[src/rtl/sy_ppl_mdu_sched.sv]
// MDU issue scheduler: a one-entry holding register that releases mul/div requests only when
// the divider is free and the request's writeback slot on the shared GPR write port is clear.
module sy_ppl_mdu_sched #(
   parameter int unsigned DWTH        = 64,
   parameter int unsigned PHY_REG_WTH = 6,
   parameter int unsigned ROB_WTH     = 6,
   parameter int unsigned MUL_LAT     = 4,
   parameter int unsigned DIV_LAT     = 21
) (
   input  logic                   clk_i,
   input  logic                   rst_i,
   input  logic                   flush_i,
   input  logic                   req_vld_i,
   output logic                   req_rdy_o,
   input  logic [2:0]             req_opcode_i,
   input  logic                   req_rs1_sign_i,
   input  logic                   req_rs2_sign_i,
   input  logic [DWTH-1:0]        req_rs1_data_i,
   input  logic [DWTH-1:0]        req_rs2_data_i,
   input  logic [PHY_REG_WTH-1:0] req_rdst_idx_i,
   input  logic                   req_is_32_i,
   input  logic [ROB_WTH-1:0]     req_rob_idx_i,
   output logic                   mdu_en_o,
   output logic [2:0]             mdu_opcode_o,
   output logic                   mdu_rs1_sign_o,
   output logic                   mdu_rs2_sign_o,
   output logic [DWTH-1:0]        mdu_rs1_data_o,
   output logic [DWTH-1:0]        mdu_rs2_data_o,
   output logic [PHY_REG_WTH-1:0] mdu_rdst_idx_o,
   output logic                   mdu_is_32_o,
   output logic [ROB_WTH-1:0]     mdu_rob_idx_o,
   output logic                   div_busy_o,
   output logic [DIV_LAT-1:0]     wb_rsv_o
);

   localparam logic [2:0] OpMul  = 3'd0;
   localparam logic [2:0] OpMulh = 3'd1;
   localparam logic [2:0] OpDiv  = 3'd2;
   localparam logic [2:0] OpRem  = 3'd3;
   localparam int unsigned CntW  = $clog2(DIV_LAT);

   typedef enum logic {DivIdle, DivBusy} div_st_e;

   typedef struct packed {
      logic [2:0]             opcode;
      logic                   rs1_sign;
      logic                   rs2_sign;
      logic [DWTH-1:0]        rs1_data;
      logic [DWTH-1:0]        rs2_data;
      logic [PHY_REG_WTH-1:0] rdst_idx;
      logic                   is_32;
      logic [ROB_WTH-1:0]     rob_idx;
   } hold_t;

   logic              hold_vld_q, hold_vld_d;
   hold_t             hold_q, hold_d;
   // rsv_q[i]: a result writes back i cycles from now. Slot DIV_LAT is never set because the
   // longest op reserves DIV_LAT-1 one edge after issue, so it is not stored.
   logic [DIV_LAT-1:1] rsv_q, rsv_d;
   div_st_e           div_st_q, div_st_d;
   logic [CntW-1:0]   div_cnt_q, div_cnt_d;

   logic is_mul, is_div, can_issue, accept;

   always_comb begin
      is_mul    = (hold_q.opcode == OpMul) || (hold_q.opcode == OpMulh);
      is_div    = (hold_q.opcode == OpDiv) || (hold_q.opcode == OpRem);
      can_issue = hold_vld_q && !flush_i &&
                  ((is_mul && !rsv_q[MUL_LAT]) || (is_div && (div_st_q == DivIdle)));
      req_rdy_o = !flush_i && (!hold_vld_q || can_issue);
      accept    = req_vld_i && req_rdy_o;
   end

   always_comb begin
      hold_vld_d = hold_vld_q;
      hold_d     = hold_q;
      if (flush_i) begin
         hold_vld_d = 1'b0;
      end else if (accept) begin
         hold_vld_d = 1'b1;
         hold_d     = '{opcode:   req_opcode_i,
                        rs1_sign: req_rs1_sign_i,
                        rs2_sign: req_rs2_sign_i,
                        rs1_data: req_rs1_data_i,
                        rs2_data: req_rs2_data_i,
                        rdst_idx: req_rdst_idx_i,
                        is_32:    req_is_32_i,
                        rob_idx:  req_rob_idx_i};
      end else if (can_issue) begin
         hold_vld_d = 1'b0;
      end
   end

   always_comb begin
      rsv_d = {1'b0, rsv_q[DIV_LAT-1:2]};
      if (flush_i) begin
         rsv_d = '0;
      end else if (can_issue && is_mul) begin
         rsv_d[MUL_LAT-1] = 1'b1;
      end else if (can_issue && is_div) begin
         rsv_d[DIV_LAT-1] = 1'b1;
      end
   end

   always_comb begin
      div_st_d  = div_st_q;
      div_cnt_d = div_cnt_q;
      if (flush_i) begin
         div_st_d  = DivIdle;
         div_cnt_d = '0;
      end else begin
         unique case (div_st_q)
            DivIdle: begin
               if (can_issue && is_div) begin
                  div_st_d  = DivBusy;
                  div_cnt_d = CntW'(DIV_LAT - 1);
               end
            end
            DivBusy: begin
               div_cnt_d = div_cnt_q - 1'b1;
               if (div_cnt_q == CntW'(1)) div_st_d = DivIdle;
            end
            default: div_st_d = DivIdle;
         endcase
      end
   end

   always_ff @(posedge clk_i) begin
      if (rst_i) begin
         hold_vld_q <= 1'b0;
         rsv_q      <= '0;
         div_st_q   <= DivIdle;
         div_cnt_q  <= '0;
      end else begin
         hold_vld_q <= hold_vld_d;
         rsv_q      <= rsv_d;
         div_st_q   <= div_st_d;
         div_cnt_q  <= div_cnt_d;
      end
   end

   // Payload is qualified by hold_vld_q, so it needs no reset.
   always_ff @(posedge clk_i) begin
      hold_q <= hold_d;
   end

   assign mdu_en_o       = can_issue;
   assign mdu_opcode_o   = hold_q.opcode;
   assign mdu_rs1_sign_o = hold_q.rs1_sign;
   assign mdu_rs2_sign_o = hold_q.rs2_sign;
   assign mdu_rs1_data_o = hold_q.rs1_data;
   assign mdu_rs2_data_o = hold_q.rs2_data;
   assign mdu_rdst_idx_o = hold_q.rdst_idx;
   assign mdu_is_32_o    = hold_q.is_32;
   assign mdu_rob_idx_o  = hold_q.rob_idx;
   assign div_busy_o     = (div_st_q == DivBusy);
   assign wb_rsv_o       = {rsv_q, 1'b0};

endmodule

[config.mk]
export PLATFORM = sky130hd
export DESIGN_NAME = sy_ppl_mdu_sched
export DESIGN_NICKNAME = d
export VERILOG_FILES = /design/src/rtl/sy_ppl_mdu_sched.sv
export SDC_FILE = /design/constraint.sdc
export NUM_CORES = 1
export LEC_CHECK = 0
export CAP_MARGIN = 0
export CORE_AREA = 2 2 126 128
export DETAILED_ROUTE_END_ITERATION = 10
export DIE_AREA = 0 0 128 130
export GPL_TIMING_DRIVEN = 0
export PLACE_DENSITY = 0.76
export REMOVE_ABC_BUFFERS = 1
export SETUP_SLACK_MARGIN = 0.1
export SLEW_MARGIN = 30
export SYNTH_ARGS = -nofsm -noshare
export SYNTH_HDL_FRONTEND = slang
export SYNTH_SLANG_ARGS = --single-unit
[constraint.sdc]
create_clock -name clk_i -period 31.9 [get_ports clk_i]
set_clock_uncertainty 0.1 [all_clocks]
set_input_delay 4.785 -clock clk_i [delete_from_list [all_inputs] [get_ports clk_i]]
set_output_delay 4.785 -clock clk_i [all_outputs]
set_load 0.02 [all_outputs]
==> metrics.cfg, run 1 <==
[finish]
syn_to_final_growth_pct = 78.15
layout.nets = 739
drive_gt1_share_pct = 8.848
n_antenna_cell = 0

[timing]
rsz0062_at_grt = false
setup_viol = 0
min_period_ns = 11.42
hold_violations = 0
tightest_slew_ns = 0.7366
tns_ns = 0
fin_crit_sh_pct = 35.81
slew_headroom_pct = 50.84
whs_ns = 0.3523
fmax_mhz = 87.53
slew_violations = 0

[grt]
track_usage_pct = 16.89
grt_overflow_total = 0
grt_start_max_net_pins = 25
grt_pass1_wl_um = 20570
grt_antenna_before_repair = 0
grt_pass1_vias = 3560

[routing]
drc = 0
dr.first_iter.drc_count = 129
vias = 3505
detail_route.first_pass.iterations = 4
viasPerCell = 4.431
routed_wl_um = 14680
post_drt_wl_per_cell_um = 18.56
antenna_left = 0

[clock_network]
cts_setup_buffers = 0
clock-sinks = 173
path_clk_slew_ns = 0.06
numCtsBuffers = 17
ctsResizeCount = 0
cts_root_buffer = clkbuf_16
postCtsHoldBufs = 0
clock_path_buffers = 2
cts_max_level = 4
cts_tree = done
clock_latency_ns = 0.41

[synth]
synthTopCellsByArea = edfxtp_1 (82%), dfxtp_1 (10%), and2_1 (2.1%), ha_1 (0.47%), inv_1 (0.42%)
synth_area_leader_cell = edfxtp_1
yosys.area.top_type_share_pct = 82.33
synth.ff_latch_count = 173
yosysMostFrequentCell = edfxtp_1
synth_edf_count = 146
synthFlopType = edfxtp_1
ys_seq_area_share_pct = 92.48
synth_area_mm2 = 0.005325
avgSynthCellArea_um2 = 22.47
ys_types = 29
synthArstFlopShare_pct = 0
synth_common_cells = edfxtp_1 (146), dfxtp_1 (27), and2_1 (18), inv_1 (6), nor2_1 (6)
syn-instance-count = 237
yosys_warnings = 0

[die]
start_util_pct = 34.52
coreArea_mm2 = 0.01542
dieArea_mm2 = 0.01664
row_count = 46
die_w_um = 128
ios = 320
die_y_um = 130

[pwr]
clock_power_share_pct = 40.6
p_seq_share_pct = 49.5
ir_drop_mv = 0.03403
p_sw_share_pct = 20.14
p_sw_mw = 0.1047
p_leak_nw = 3.346
powerDensity_mw_per_mm2 = 54.81
intPower_mw = 0.4153
comb_power_share_pct = 9.9

[setup_path]
cp_max_fo = 5
r2r-start = mdu_opcode_o[1]
cp.arrival_ns = 6.54
rrSetupSlack_ns = 28.91
end_kind = output pin
cp_data_required_time_ns = 27.02
reg2reg_depth = 9
reg2reg_to = mdu_rob_idx_o[4]
critical_path_class = in2out
crit_path_start_kind = input port

[hold_path]
hold_path_depth = 1
hold_path_class = reg2reg
min_to = rsv_q[10]
min_from = rsv_q[11]

[outcome]
status = complete, no violations

[flow_run]
maxCapViolCount = 0

[place]
port_buffers = 318
place_congestion = 0.8415
dp_hpwl_um = 11600

area by class of cell:
cell class	count	area (µm²)
Multi-Input combinational cell	54	366.6
Inverter	6	22.52
Sequential cell	173	4925
Clock buffer	19	432.9
Clock inverter	12	170.2
Tap cell	192	240.2
Timing Repair Buffer	335	3329
Fill cell	1175	5938
power groups by stage:
stage          Combinational [mW]  Sequential [mW]  Clock, mW
5_1_grt                    0.0541            0.258      0.224
4_1_cts                    0.0521            0.257      0.217
3_3_place_gp               0.0484            0.266          0
6_report                   0.0516            0.257      0.211
2_1_floorplan             0.00396            0.275          0
3_5_place_dp               0.0518            0.262          0
metal layers:
| metal | wire (µm) | track usage (%) | share of wire [%] |
|---|---|---|---|
| met1 | 5169 | 17.65 | 35 |
| met2 | 8080 | 31.24 | 55 |
| met3 | 1097 | 5.617 | 7.5 |
| met4 | 331 | 7.046 | 2.3 |
| met5 | 0 | 0 | 0 |
worst max-delay path, stage by stage:
cell,delay (ns)
clkdlybuf4s50_1,0.51
or3b_4,0.47
nor2_1,0.15
clkdlybuf4s50_1,0.62
sequential cells by signal, summed over array words and instances (netlist names):
name and count:
mdu_opcode_o 3, mdu_rdst_idx_o 6, mdu_rs1_data_o 64, mdu_rs2_data_o 64
div_busy_o 1, mdu_is_32_o 1, mdu_rs1_sign_o 1, div_cnt_q 5
mdu_rob_idx_o 6, rsv_q 20, mdu_rs2_sign_o 1, hold_vld_q 1
how the worst max path moves through the flow:
| stage | from | end | slack [ns] | cells after the start |
|---|---|---|---|---|
| final | flush_i | mdu_en_o | 20.48 | 4 |
| after global routing | flush_i | mdu_en_o | 20.41 | 4 |
| after CTS | flush_i | mdu_en_o | 20.47 | 4 |
| after detailed placement | flush_i | mdu_en_o | 20.49 | 4 |
| after global placement | flush_i | mdu_rs2_data_o[13] | 11.56 | 2 |
| after floorplan | flush_i | mdu_is_32_o | 15.56 | 1 |
layout by cell type (no fill, tap or decap), drive strengths merged, types with 2 or more instances in the layout:
cell type        n
clkinvlp         3
a31oi            2
inv              7
o31ai            2
clkdlybuf4s50  318
and2            18
bufinv           4
buf             17
edfxtp         146
o2111ai          2
nor2             6
ha               2
clkinv           4
a21oi            4
dfxtp           27
nand2            3
clkbuf          19
metrics by stage:
stage | cells | utilization (%) | worst slack [ns] | power, mW | cell area (µm²)
after CTS | 791 | 61.50 | 20.47 | 0.5261 | 9487
after detailed placement | 760 | 57.59 | 20.49 | 0.3141 | 8884
final | 791 | 61.50 | 20.48 | 0.5200 | 9487
after global placement | 743 | 56.59 | 11.56 | 0.3144 | 8730
after floorplan | 233 | - | 15.56 | 0.2795 | 5306
after global routing | 791 | 61.50 | 20.41 | 0.5362 | 9487
logic make-up after synthesis:
family | Yosys count | synth area share [%]
DFF | 173 | 92.48
and+or+nand+nor | 35 | 3.947
AOI/OAI and AO/OA | 15 | 2.044
buffers and inverters | 10 | 0.7754
adders and majority gates | 2 | 0.4698
muxes | 1 | 0.2115
other | 1 | 0.07042
(Power assumes the default switching activity.)
==> inputs of run 2 (changes only) <==
--- a/config.mk
+++ b/config.mk
@@ -6,11 +6,11 @@
 export NUM_CORES = 1
 export LEC_CHECK = 0
 export CAP_MARGIN = 0
-export CORE_AREA = 2 2 126 128
+export CORE_MARGIN = 2
+export CORE_UTILIZATION = 37
 export DETAILED_ROUTE_END_ITERATION = 10
-export DIE_AREA = 0 0 128 130
 export GPL_TIMING_DRIVEN = 0
-export PLACE_DENSITY = 0.76
+export PLACE_DENSITY = 0.8
 export REMOVE_ABC_BUFFERS = 1
 export SETUP_SLACK_MARGIN = 0.1
 export SLEW_MARGIN = 30
==> constraint.sdc (replaced) <==
create_clock -name clk_i -period 11.2 [get_ports clk_i]
set_clock_uncertainty 0.1 [all_clocks]
set_input_delay 1.68 -clock clk_i [delete_from_list [all_inputs] [get_ports clk_i]]
set_output_delay 1.68 -clock clk_i [all_outputs]
set_load 0.02 [all_outputs]
==> run 2 against run 1 <==
- global-route usage up 1.9 points
- core utilization rose by 6.0 points
- flip-flop and latch count unchanged
- combinational power grew to 2.8 times the previous value
- first-iteration DRC count rose by 33%
- cell area down 0.53%
- sequential power grew to 2.9 times the previous value
- final cell count is 1.4% lower
- worst setup slack worse by 14 ns
- die area down 7.6%
- power grew to 2.8 times the previous value
- clock-buffer cell count up 10
- critical path type unchanged
- largest power group unchanged
- highest routed layer unchanged
==> metrics.cfg, run 2 (synthesis results as in run 1) <==
[outcome]
status = complete, no violations

[place]
dpl_worst_slack_ns = 6.021  ; -14.47 ns
port_buffers = 318  ; unchanged
dp_hpwl_um = 11940  ; +3.0%
place_congestion = 0.8137  ; -3.3%
place_inst = 748  ; -1.6%

[clock_network]
clock-sinks = 173  ; unchanged
cts_setup_buffers = 0  ; unchanged
cts_root_buffer = clkbuf_16
path_clk_slew_ns = 0.06  ; about the same
ctsResizeCount = 0  ; unchanged
cts_max_level = 4  ; unchanged
clock_path_buffers = 2  ; unchanged
numCtsBuffers = 17  ; unchanged
cts_tree = done
clock_latency_ns = 0.41  ; about the same
postCtsHoldBufs = 0  ; unchanged

[grt]
grt_use_met2_pct = 34.89  ; +3.7 points
grt_pass1_vias = 3614  ; +1.5%
grt_start_max_net_pins = 25  ; unchanged
grt_pass1_wl_um = 20330  ; -1.1%
use_met1_pct = 18.98  ; +1.3 points
track_usage_pct = 18.79  ; +1.9 points
grt_antenna_before_repair = 0  ; unchanged
grt_overflow_total = 0  ; unchanged
grt_util_met3_pct = 6.410  ; +0.79 points
top_usage_layer = met2

[finish]
drive_gt1_share_pct = 8.667  ; -0.18 points
stdcell_count = 780  ; -1.4%
syn_to_final_growth_pct = 77.21
layout_common_cells = clkdlybuf4s50_1 (318), edfxtp_1 (146), dfxtp_1 (27)
final_core_util_pct = 67.46  ; +6.0 points
n_antenna_cell = 0  ; unchanged
mostFrequentLayoutCell = clkdlybuf4s50_1
layout.nets = 739  ; unchanged

[setup_path]
crit_path_start_kind = input port
reg2reg_depth = 9  ; unchanged
max_stage_delay_ns = 0.62  ; about the same
critical_path.n_buffers_inverters = 2  ; unchanged
crit_start = flush_i
critPathMostFrequentCell = clkdlybuf4s50_1
slowest_stage = clkdlybuf4s50_1
cp_data_required_time_ns = 9.42  ; -17.60 ns
crit_cells = 4  ; unchanged
end_kind = output pin
crit_family = buffers and inverters
cp.arrival_ns = 3.41  ; -3.13 ns
r2r-start = mdu_opcode_o[1]
cp_max_fo = 5  ; unchanged
path_cells = clkdlybuf4s50_1 > or3b_4 > nor2_1 > clkdlybuf4s50_1
critical_path_class = in2out

[routing]
viasPerCell = 4.528  ; +2.2%
routed_wl_um = 15030  ; +2.4%
dr.first_iter.drc_count = 172  ; +33%
post_drt_wl_per_cell_um = 19.27  ; +3.9%
drc = 0  ; unchanged
vias = 3532  ; +0.77%
detail_route.first_pass.iterations = 4  ; unchanged
antenna_left = 0  ; unchanged

[pwr]
p_leak_nw = 3.340  ; -0.17%
powerDensity_mw_per_mm2 = 153.5  ; +180%
ir_drop_mv = 0.1039  ; +210%

[timing]
slew_headroom_pct = 50.45  ; -0.39 points
tns_ns = 0  ; unchanged
fmax_mhz = 192.7
fin_crit_sh_pct = 46.32
fin_ws_ns = 6.012  ; -14.46 ns
rsz0062_at_grt = false
tightest_slew_ns = 0.7425  ; +0.005885 ns
slew_violations = 0  ; unchanged
hold_violations = 0  ; unchanged
setup_viol = 0  ; unchanged
min_period_ns = 5.188

[die]
dieArea_mm2 = 0.01537  ; -7.6%
coreArea_mm2 = 0.01399  ; -9.3%
die_w_um = 124.0  ; -3.2%
die_y_um = 124.0  ; -4.6%
row_count = 43  ; -6.5%
ios = 320  ; unchanged
start_util_pct = 38.07  ; +3.5 points

[hold_path]
hold_path_depth = 1  ; unchanged
min_from = rsv_q[8]
hold_path_class = reg2reg

[flow_run]
maxCapViolCount = 0  ; unchanged

-- run 2: power by group --
| group | internal [mW] | total, mW | switching [mW] | leakage [nW] |
|---|---|---|---|---|
| Sequential | 0.726 | 0.733 | 0.00716 | 1.58 |
| Combinational | 0.0855 | 0.146 | 0.0606 | 1.47 |
| Clock | 0.344 | 0.570 | 0.226 | 0.282 |
-- run 2: per-stage QoR --
stage / area (µm²) / total power [mW] / hold slack [ns]
2_1_floorplan: 5306 / 0.7959 / 0.3581
3_3_place_gp: 8715 / 0.8959 / 0.3388
3_5_place_dp: 8850 / 0.8943 / 0.3424
4_1_cts: 9437 / 1.462 / 0.3589
5_1_grt: 9437 / 1.496 / 0.3760
6_report: 9437 / 1.449 / 0.3568
-- run 2: worst paths after layout --
path	to	slack [ns]
setup / recovery	mdu_en_o	6.01
hold / removal	rsv_q[7]	0.36
setup reg to reg	mdu_rs1_data_o[15]	8.16
hold reg to reg	rsv_q[7]	0.36
-- run 2: layout make-up --
| class | count | area (µm²) |
|---|---|---|
| clock buffer | 29 | 565.5 |
| clock inverter | 3 | 21.27 |
| fill | 945 | 4552 |
| inverter | 6 | 22.52 |
| multi-input combinational | 54 | 366.6 |
| sequential | 173 | 4925 |
| tap | 180 | 225.2 |
| timing repair buffer | 335 | 3311 |
-- run 2: metal layers --
metal | vias to the layer above | routed length, µm
li1 | 1599 | -
met4 | 0 | 444
met2 | 167 | 8240
met3 | 30 | 1245
met5 | - | 0
met1 | 1736 | 5102
